<file path="config.mk">
export PLATFORM = sky130hd
export DESIGN_NAME = morse_keyer
export DESIGN_NICKNAME = d
export VERILOG_FILES = /design/src/rtl/morse_pkg.sv /design/src/rtl/morse_unit_timer.sv /design/src/rtl/morse_keyer.sv
export SDC_FILE = /design/constraint.sdc
export NUM_CORES = 1
export LEC_CHECK = 0
export CAP_MARGIN = 20
export CORE_MARGIN = 2
export CORE_UTILIZATION = 60
export CTS_CLUSTER_DIAMETER = 60
export DETAILED_ROUTE_END_ITERATION = 8
export HOLD_SLACK_MARGIN = 0.15
export PLACE_DENSITY = 0.84
export SYNTH_ARGS = -nofsm -noshare
export SYNTH_HDL_FRONTEND = slang
export SYNTH_SLANG_ARGS = --single-unit
</file>
<file path="constraint.sdc">
create_clock -name clk -period 6.88 [get_ports clk]
set_input_delay 1.032 -clock clk [delete_from_list [all_inputs] [get_ports clk]]
set_output_delay 1.032 -clock clk [all_outputs]
set_load 0.02 [all_outputs]
</file>
<file path="src/rtl/morse_pkg.sv">
// Shared definitions for the Morse keyer: field encodings, unit counts, FSM states.
// Field layout: b2 = LAST, b1 = mark, b0 = dash-select (when marking).
// Imported by morse_keyer and morse_unit_timer.
package morse_pkg;

  localparam int FIELD_W    = 3;
  localparam int NUM_FIELDS = 8;
  localparam int WORD_W     = FIELD_W * NUM_FIELDS;
  localparam int FLD_W      = $clog2(NUM_FIELDS);
  localparam int UNITS_W    = 3;

  localparam logic [FIELD_W-1:0] DOT       = 3'b010;
  localparam logic [FIELD_W-1:0] DASH      = 3'b011;
  localparam logic [FIELD_W-1:0] LAST      = 3'b100;
  localparam logic [FIELD_W-1:0] BAD_FIELD = 3'b001;

  localparam logic [UNITS_W-1:0] DOT_UNITS      = 3'd1;
  localparam logic [UNITS_W-1:0] DASH_UNITS     = 3'd3;
  localparam logic [UNITS_W-1:0] ISG_UNITS      = 3'd1;
  localparam logic [UNITS_W-1:0] CHAR_GAP_UNITS = 3'd3;
  localparam logic [UNITS_W-1:0] WORD_GAP_UNITS = 3'd4;

  typedef enum logic [2:0] {
    ST_IDLE,
    ST_SCAN,
    ST_MARK,
    ST_ISG,
    ST_CHARGAP,
    ST_WORDGAP
  } keyer_state_e;

  typedef struct packed {
    logic mark;
    logic dash;
    logic last;
    logic bad;
  } field_dec_t;

  function automatic field_dec_t decode_field(input logic [FIELD_W-1:0] f);
    field_dec_t d;
    d.mark = |(f & DOT);
    d.dash = |(f & (DASH & ~DOT));
    d.last = |(f & LAST);
    d.bad  = (f == BAD_FIELD);
    return d;
  endfunction

  function automatic logic field_is_mark(input logic [FIELD_W-1:0] f);
    return |(f & DOT);
  endfunction

endpackage

</file>
<file path="src/rtl/morse_unit_timer.sv">
// Unit timer: asserts done during the last cycle of units*UNIT_CYCLES cycles
// counted from the cycle after clear. Latency: combinational done, no backpressure.
// Ports: clk, rst_n, clear (restart at 0 next cycle), units (count), done.
module morse_unit_timer
  import morse_pkg::*;
#(
  parameter int UNIT_CYCLES = 1000,
  parameter int CNT_W       = 16
) (
  input  logic               clk,
  input  logic               rst_n,
  input  logic               clear,
  input  logic [UNITS_W-1:0] units,
  output logic               done
);

  localparam logic [CNT_W-1:0] CYC_LAST = CNT_W'(UNIT_CYCLES - 1);

  logic [CNT_W-1:0]   cyc_q, cyc_d;
  logic [UNITS_W-1:0] unit_q, unit_d;
  logic               unit_end;

  always_comb begin
    unit_end = (cyc_q == CYC_LAST);
    done     = unit_end && (unit_q == (units - UNITS_W'(1)));
    cyc_d    = cyc_q;
    unit_d   = unit_q;
    if (clear) begin
      cyc_d  = '0;
      unit_d = '0;
    end else if (unit_end) begin
      cyc_d  = '0;
      unit_d = unit_q + UNITS_W'(1);
    end else begin
      cyc_d  = cyc_q + CNT_W'(1);
    end
  end

  always_ff @(posedge clk or negedge rst_n) begin
    if (!rst_n) begin
      cyc_q  <= '0;
      unit_q <= '0;
    end else begin
      cyc_q  <= cyc_d;
      unit_q <= unit_d;
    end
  end

endmodule

</file>
<file path="src/rtl/morse_keyer.sv">
// Morse keyer: serialises one packed 8x3-bit code word into an ITU-timed key line.
// Latency: key rises 2 + (leading skipped fields) cycles after the accepting cycle.
// Backpressure: in_ready only in IDLE; in_valid while busy is ignored (producer holds).
// Ports: clk, rst_n, in_valid/in_ready/in_morse (word in), key_out, busy, bad_field.
// Optional: define MORSE_KEYER_SIDETONE_EN to add TONE_HALF_CYCLES and tone_out.
module morse_keyer
  import morse_pkg::*;
#(
  parameter int UNIT_CYCLES = 1000,
  parameter int CNT_W       = 16
`ifdef MORSE_KEYER_SIDETONE_EN
  ,
  parameter int TONE_HALF_CYCLES = 50
`endif
) (
  input  logic              clk,
  input  logic              rst_n,
  input  logic              in_valid,
  output logic              in_ready,
  input  logic [WORD_W-1:0] in_morse,
  output logic              key_out,
  output logic              busy,
  output logic              bad_field
`ifdef MORSE_KEYER_SIDETONE_EN
  ,
  output logic              tone_out
`endif
);

  keyer_state_e       state_q, state_d;
  logic [WORD_W-1:0]  sr_q, sr_d;
  logic [FLD_W-1:0]   fld_q, fld_d;
  logic               key_q, key_d;
  logic               busy_q, busy_d;
  logic               rdy_q, rdy_d;
  logic               bad_q, bad_d;

  field_dec_t         top_dec;
  logic               nxt_mark;
  logic               last_fld;
  logic               tmr_clear;
  logic [UNITS_W-1:0] tmr_units;
  logic               tmr_done;

  // The field under examination is always the top of the shift register;
  // the one below it is peeked at the end of an intra-character gap.
  always_comb begin
    top_dec  = decode_field(sr_q[WORD_W-1 -: FIELD_W]);
    nxt_mark = field_is_mark(sr_q[WORD_W-FIELD_W-1 -: FIELD_W]);
    last_fld = (fld_q == FLD_W'(NUM_FIELDS - 1));
  end

  always_comb begin
    unique case (state_q)
      ST_MARK:    tmr_units = top_dec.dash ? DASH_UNITS : DOT_UNITS;
      ST_ISG:     tmr_units = ISG_UNITS;
      ST_CHARGAP: tmr_units = CHAR_GAP_UNITS;
      ST_WORDGAP: tmr_units = WORD_GAP_UNITS;
      default:    tmr_units = DOT_UNITS;
    endcase
  end

  always_comb begin
    state_d = state_q;
    sr_d    = sr_q;
    fld_d   = fld_q;
    unique case (state_q)
      ST_IDLE: begin
        if (in_valid && rdy_q) begin
          state_d = ST_SCAN;
          sr_d    = in_morse;
          fld_d   = '0;
        end
      end
      ST_SCAN: begin
        if (top_dec.mark) begin
          state_d = ST_MARK;
        end else if (top_dec.last) begin
          state_d = ST_WORDGAP;
        end else if (last_fld) begin
          state_d = ST_CHARGAP;
        end else begin
          sr_d  = sr_q << FIELD_W;
          fld_d = fld_q + FLD_W'(1);
        end
      end
      ST_MARK: begin
        if (tmr_done) state_d = top_dec.last ? ST_CHARGAP : ST_ISG;
      end
      ST_ISG: begin
        // A following mark is keyed straight from here so the gap between
        // two marks is exactly one unit; anything else is left to SCAN.
        if (tmr_done) begin
          if (last_fld) begin
            state_d = ST_CHARGAP;
          end else begin
            sr_d    = sr_q << FIELD_W;
            fld_d   = fld_q + FLD_W'(1);
            state_d = nxt_mark ? ST_MARK : ST_SCAN;
          end
        end
      end
      ST_CHARGAP, ST_WORDGAP: begin
        if (tmr_done) state_d = ST_IDLE;
      end
      default: state_d = ST_IDLE;
    endcase

    key_d  = (state_d == ST_MARK);
    busy_d = (state_d != ST_IDLE);
    rdy_d  = (state_d == ST_IDLE);
    bad_d  = (state_q == ST_SCAN) && top_dec.bad;
  end

  // Every state change restarts the unit timer, so each timed state lasts
  // exactly units * UNIT_CYCLES cycles.
  assign tmr_clear = (state_d != state_q);

  morse_unit_timer #(
    .UNIT_CYCLES (UNIT_CYCLES),
    .CNT_W       (CNT_W)
  ) u_timer (
    .clk   (clk),
    .rst_n (rst_n),
    .clear (tmr_clear),
    .units (tmr_units),
    .done  (tmr_done)
  );

  always_ff @(posedge clk or negedge rst_n) begin
    if (!rst_n) begin
      state_q <= ST_IDLE;
      sr_q    <= '0;
      fld_q   <= '0;
      key_q   <= 1'b0;
      busy_q  <= 1'b0;
      rdy_q   <= 1'b0;
      bad_q   <= 1'b0;
    end else begin
      state_q <= state_d;
      sr_q    <= sr_d;
      fld_q   <= fld_d;
      key_q   <= key_d;
      busy_q  <= busy_d;
      rdy_q   <= rdy_d;
      bad_q   <= bad_d;
    end
  end

  assign in_ready  = rdy_q;
  assign key_out   = key_q;
  assign busy      = busy_q;
  assign bad_field = bad_q;

`ifdef MORSE_KEYER_SIDETONE_EN
  localparam int TONE_W = 16;
  localparam logic [TONE_W-1:0] TONE_LAST = TONE_W'(TONE_HALF_CYCLES - 1);

  logic [TONE_W-1:0] tone_cnt_q, tone_cnt_d;
  logic              tone_q, tone_d;

  // Held at zero while the key is up, so each key rise starts a fresh phase.
  always_comb begin
    tone_cnt_d = tone_cnt_q;
    tone_d     = tone_q;
    if (!key_q) begin
      tone_cnt_d = '0;
      tone_d     = 1'b0;
    end else if (tone_cnt_q == TONE_LAST) begin
      tone_cnt_d = '0;
      tone_d     = ~tone_q;
    end else begin
      tone_cnt_d = tone_cnt_q + TONE_W'(1);
    end
  end

  always_ff @(posedge clk or negedge rst_n) begin
    if (!rst_n) begin
      tone_cnt_q <= '0;
      tone_q     <= 1'b0;
    end else begin
      tone_cnt_q <= tone_cnt_d;
      tone_q     <= tone_d;
    end
  end

  assign tone_out = tone_q & key_q;
`endif

endmodule

</file>
# Yosys cells after proc, flatten, opt, wreduce, memory -nomap -nowiden

Cells that the tools add are included.

Bitwise logic cells: 0
Add/sub/neg operators: 4
Magnitude comparators: 0
Reduce and logical (&&, ||, !) cells: 13
Mux-type cells: 30
Equal/unequal tests: 17
Div/mod/pow operators: 0
Multiply operators: 0
Shift-type cells: 0

Operators by type and width:

| kind                    | number |
|---|---|
| $mux W24                | 6 |
| $pmux W24 S3            | 1 |
| $mux W3                 | 16 |
| $mux W16                | 2 |
| $pmux W3 S3             | 2 |
| $add A16 B1 Y16 const B | 1 |
| $eq A16 B10 Y1 const B  | 1 |
| $pmux W3 S5             | 1 |
| $ne A2 B2 Y1 const B    | 6 |
| $reduce_and A5 Y1       | 2 |
| $eq A3 B2 Y1 const B    | 3 |
| $eq A3 B3 Y1 const B    | 3 |
| $reduce_and A7 Y1       | 1 |
| $add A3 B1 Y3 const B   | 2 |
| $eq A3 B1 Y1 const B    | 2 |
| $logic_not A3 Y1        | 2 |
| $reduce_bool A3 Y1      | 2 |
| $mux W2                 | 2 |
| $reduce_and A4 Y1       | 1 |
| $eq A3 B3 Y1            | 1 |
| $logic_and A1 B1 Y1     | 3 |
| $ne A3 B3 Y1            | 1 |
| $sub A3 B1 Y3 const B   | 1 |
| $reduce_bool A2 Y1      | 1 |
| $reduce_or A2 Y1        | 1 |

Word-level logic and storage cells: 75
RAM bits: 0
Memories kept: 0
Memory bits (read-only): 0
Input port bits: 27
Register bits after elaboration: 53
Bits in latches: 0
Output and inout port bits: 4

# Longest topological paths before layout

Word-level depth: 9
Mapped depth: 12
Mapped depth without buffers: 12

# Hierarchy

Synthesis repeated with hierarchy kept, for this count alone.

Cells, all modules: 279
Area total of the unflattened synthesis: 3015.4 µm²

By module, submodules not included:

| module           | area each (µm²) | seq. area each (µm²) | times used | cells each |
|---|---|---|---|---|
| morse_keyer      | 1978.1          | 850.8                | 1          | 172 |
| morse_unit_timer | 1037.2          | 475.5                | 1          | 107 |

# Least setup slack after synthesis

OpenSTA, ideal clock, no wires.

Path kind: flip-flop to flip-flop
From: register state_q[2]
To: register u_timer.cyc_q[10]
Arrival time: 2.637 ns
Period minus slack after synthesis: 2.759 ns
Path buffers: 2
Required time: 6.757 ns
Setup time: 0.123 ns
Stages on the path, launching flop included: 13
Slack: 4.121 ns
Cell sequence: dfrtp_1 -> clkbuf_1 -> nor2_1 -> a21o_1 -> nand2_1 -> ha_1 -> xor2_1 -> or3_4 -> a211oi_4 -> a211oi_1 -> a211oi_4 -> buf_6 -> nor3_1

Longest elaborated chain between the ends: 9
Elaborated cells on any way between the ends: 21
Those cells by class: 1 x add/sub; 7 x eq/ne; 10 x mux; 3 x reduce/logical

RTL lines:

| item                                                | RTL line                                                 | source |
|---|---|---|
| from (decl)                                         | morse_keyer.sv:30                                        | `keyer_state_e state_q, state_d;` |
| from (signal assigned)                              | morse_keyer.sv:140                                       | `state_q <= state_d;` |
| $eq A3 B3 Y1 / $eq A3 B2 Y1 (equally long branches) | morse_keyer.sv:54, morse_keyer.sv:67                     |  |
| $pmux W3 S3                                         | morse_keyer.sv:54                                        | `unique case (state_q)` |
| $sub A3 B1 Y3                                       | morse_unit_timer.sv:25                                   | `done = unit_end && (unit_q == (units - UNITS_W'(1)));` |
| $eq A3 B3 Y1                                        | morse_unit_timer.sv:25                                   |  |
| $logic_and A1 B1 Y1                                 | morse_unit_timer.sv:25                                   |  |
| $mux W3 (on tied branches)                          | morse_keyer.sv:104, morse_keyer.sv:88, morse_keyer.sv:93 |  |
| $pmux W3 S5                                         | morse_keyer.sv:67                                        | `unique case (state_q)` |
| $ne A3 B3 Y1 (*)                                    | morse_keyer.sv:117                                       | `assign tmr_clear = (state_d != state_q);` |
| $mux W16 (*)                                        | morse_unit_timer.sv:28                                   | `if (clear) begin` |
| net u_timer.cyc_d[10]                               | morse_unit_timer.sv:19                                   | `logic [CNT_W-1:0] cyc_q, cyc_d;` |
| to (signal assigned)                                | morse_unit_timer.sv:44                                   | `cyc_q <= cyc_d;` |
| to (decl)                                           | morse_unit_timer.sv:19                                   |  |

The timed path passes the listed nets; every way through them passes the cells marked *.
A chain may end at the register's enable or synchronous reset.

# Worst setup path after layout

From: register state_q[1]
To: register u_timer.cyc_q[7]

The elaborated chain is that of the path after synthesis.

==> results.sh <==
export IMPL_status="finished clean"
export IMPL_overflow=0
export IMPL_ant_nets=0
export IMPL_drtIter0Drc=142
export IMPL_peakVddDrop_mv=0.225
export IMPL_initial_core_util_pct=62.8
export IMPL_synth_async_reset_ratio_pct=100
export IMPL_rsz0062_at_grt="false"
export IMPL_crit_fanout=19
export IMPL_dp_slack_ps=3430
export IMPL_io_buffers=30
export IMPL_ioPinCount=31
export IMPL_worst_pin_slew_ps=844
export IMPL_cts_resized=0
export IMPL_power_leakage_nw=1.31
export IMPL_ys_flop_type="dfrtp_1"
export IMPL_synth_cell_types=48
export IMPL_wl_per_cell_um=17.5
export IMPL_cts_tree="built"
export IMPL_maxSlewViolCount=0
export IMPL_ys_warn_count=0
export IMPL_yosys_register_bits=53
export IMPL_drc=0
export IMPL_clk_latency_ps=310
export IMPL_dieHeight_um=71.7
export IMPL_synth_most_common_cell="dfrtp_1"
export IMPL_antenna_found_initial=0
export IMPL_cts_hold_buf=0
export IMPL_period_minus_slack_ps=3450
export IMPL_synth_top_area_cell="dfrtp_1"
export IMPL_grt_start_max_net_pins=54
export IMPL_syn_instance_count=265
export IMPL_diodes=0
export IMPL_synth_nets=297
export IMPL_fin_nets=323
export IMPL_ys_seq_area_share_pct=48.2
export IMPL_clkSinkCount=53
export IMPL_finalHoldViolations=0
export IMPL_fp_dieW_um=71.7
export IMPL_setup_viol_count_final=0
export IMPL_grt_pass1_wl_um=10200
export IMPL_drive_above_1_share_pct=7.19
export IMPL_row_count=24
export IMPL_holdCritPathClass="flip-flop to flip-flop"
export IMPL_postLayoutCoreUtil_pct=72.7
export IMPL_layout_setup_ws_ps=3430
export IMPL_timing_setup_tns_ps=0
export IMPL_wirelength_um=6030
export IMPL_synth_area_leaders="dfrtp_1 48%, a2bb2oi_1 6.4%, o22ai_1 5.0%"
export IMPL_syn_area_sq_um=2750
export IMPL_path_clk_slew_ps=90
export IMPL_drv_cap=0
export IMPL_syn_to_final_growth_pct=15.9
export IMPL_via_count=2218
export IMPL_grt_pass1_vias=2165
export IMPL_cp_arrival_ps=3620
export IMPL_critical_path_endpoint_type="flip-flop"
export IMPL_placeableCoreArea_sq_um=4380
export IMPL_avgSynthCellArea_sq_um=10.4
export IMPL_slew_headroom_pct=43.5
export IMPL_path_class="flip-flop to flip-flop"
export IMPL_cts_root_buf="clkbuf_8"
export IMPL_startpoint_type="flip-flop"
export IMPL_gp_congestion=0.826
export IMPL_synth_edf_count=0
export IMPL_synth_top_cell_area_share_pct=48.2
export IMPL_cts_made_buffers=5
export IMPL_routed_via_density=6.45
export IMPL_postCtsSetupRepairBufs=0
export IMPL_ys_top_cells_by_count="53 x dfrtp_1, 22 x o22ai_1, 20 x a2bb2oi_1, 16 x nor2_1, 16 x nor3_1"
export IMPL_grtUsageTotal_pct=25.3
export IMPL_finalCritPeriodShare_pct=50.2
export IMPL_fin_skew_ps=6.62
export IMPL_drt_pass1_iterations=4
export IMPL_dieArea_sq_um=5140
export IMPL_required_ps=7040
export IMPL_cts_buffer_depth=2
export IMPL_power_density_nw_per_um2=341
export IMPL_place_detailed_hpwl_um=4050
export IMPL_h_tree_depth=2
export IMPL_fmax_mhz=289
export IMPL_hold_ws_ps=513
-- cell usage in the layout (no fill, tap or decap), types with 3 or more instances in the layout --
cell,Yosys,routed
inv_1,6,6
a21o_1,3,3
o22ai_1,22,22
dfrtp_1,53,53
buf_4,1,3
a2bb2oi_1,20,20
a21oi_1,3,3
nand4_1,6,6
clkbuf_8,0,6
nor2_1,16,16
o22a_1,3,3
a22o_1,5,5
xor2_1,14,14
xnor2_1,4,4
ha_1,5,5
nand3_1,5,5
nor2b_1,3,3
clkdlybuf4s50_1,0,29
o21ai_0,5,5
nand2b_1,4,4
nor4_1,10,10
nand2_1,15,15
nor3_1,16,16
-- path summary, 6_finish.rpt --
check	from	to	slack [ps]	cells after the start
min in group asynchronous	rst_n	sr_q[18]	820	2
max in group asynchronous	rst_n	state_q[1]	5600	2
worst max-delay path	state_q[1]	u_timer.cyc_q[7]	3430	11
worst min-delay path	sr_q[2]	sr_q[2]	510	1
worst max register to register	state_q[1]	u_timer.cyc_q[7]	3430	11
worst min register to register	sr_q[2]	sr_q[2]	510	1
-- metrics by stage --
step,cell area [sq um],cells,power (mW)
6_report,3190,344,1.09
3_3_place_gp,3070,336,0.851
2_1_floorplan,2750,265,0.764
3_5_place_dp,3070,336,0.867
4_1_cts,3190,344,1.09
5_1_grt,3190,344,1.15
-- sequential cells by signal, indices dropped and copies added (netlist names) --
signal and cells:
bad_field 1, busy 1, fld_q 3, in_ready 1
key_out 1, sr_q 24, state_q 3, u_timer.cyc_q 16
u_timer.unit_q 3
-- where the power goes --
group / internal (mW) / switching, mW / leakage (nW)
combinational: 0.185 / 0.173 / 0.592
clock: 0.118 / 0.102 / 0.0574
sequential: 0.415 / 0.0937 / 0.657
-- cell type report --
type / count / area [sq um]
clock buffers: 6 / 82.6
repair buffers: 33 / 318
fillers: 322 / 1200
inverters: 7 / 26.3
well taps: 52 / 65.1
flip-flops and latches: 53 / 1330
multi-input cells: 191 / 1330
clock inverters: 2 / 37.5
-- metal layers --
metal / vias up / global-route usage (%) / part of all wire, %
met5: - / 0 / 0
met4: 0 / 9.64 / 1.4
met3: 8 / 3.23 / 4.1
met2: 62 / 40.6 / 49
met1: 1094 / 35.3 / 46
li1: 1054 / - / -
-- logic make-up after synthesis --
kind of cell	Yosys count	share of synthesized area [%]
simple gates	88	16.8
compound gates	77	22.5
flops	53	48.2
buf+inv	21	3.37
xor+xnor	18	5.73
fa+ha+maj	5	2.27
mux	3	1.14
-- worst max-delay path, stage by stage (launching register included) --
cell and delay, ps:
dfrtp_1 620, inv_1 160, nor2_1 160, a21o_1 130, nand2_1 50, ha_1 190, xor2_1 160, or3_4 380
a2111oi_0 630, o21ai_0 150, nand2_1 540, nor4_1 140
Power figures use the tool's default switching activity.
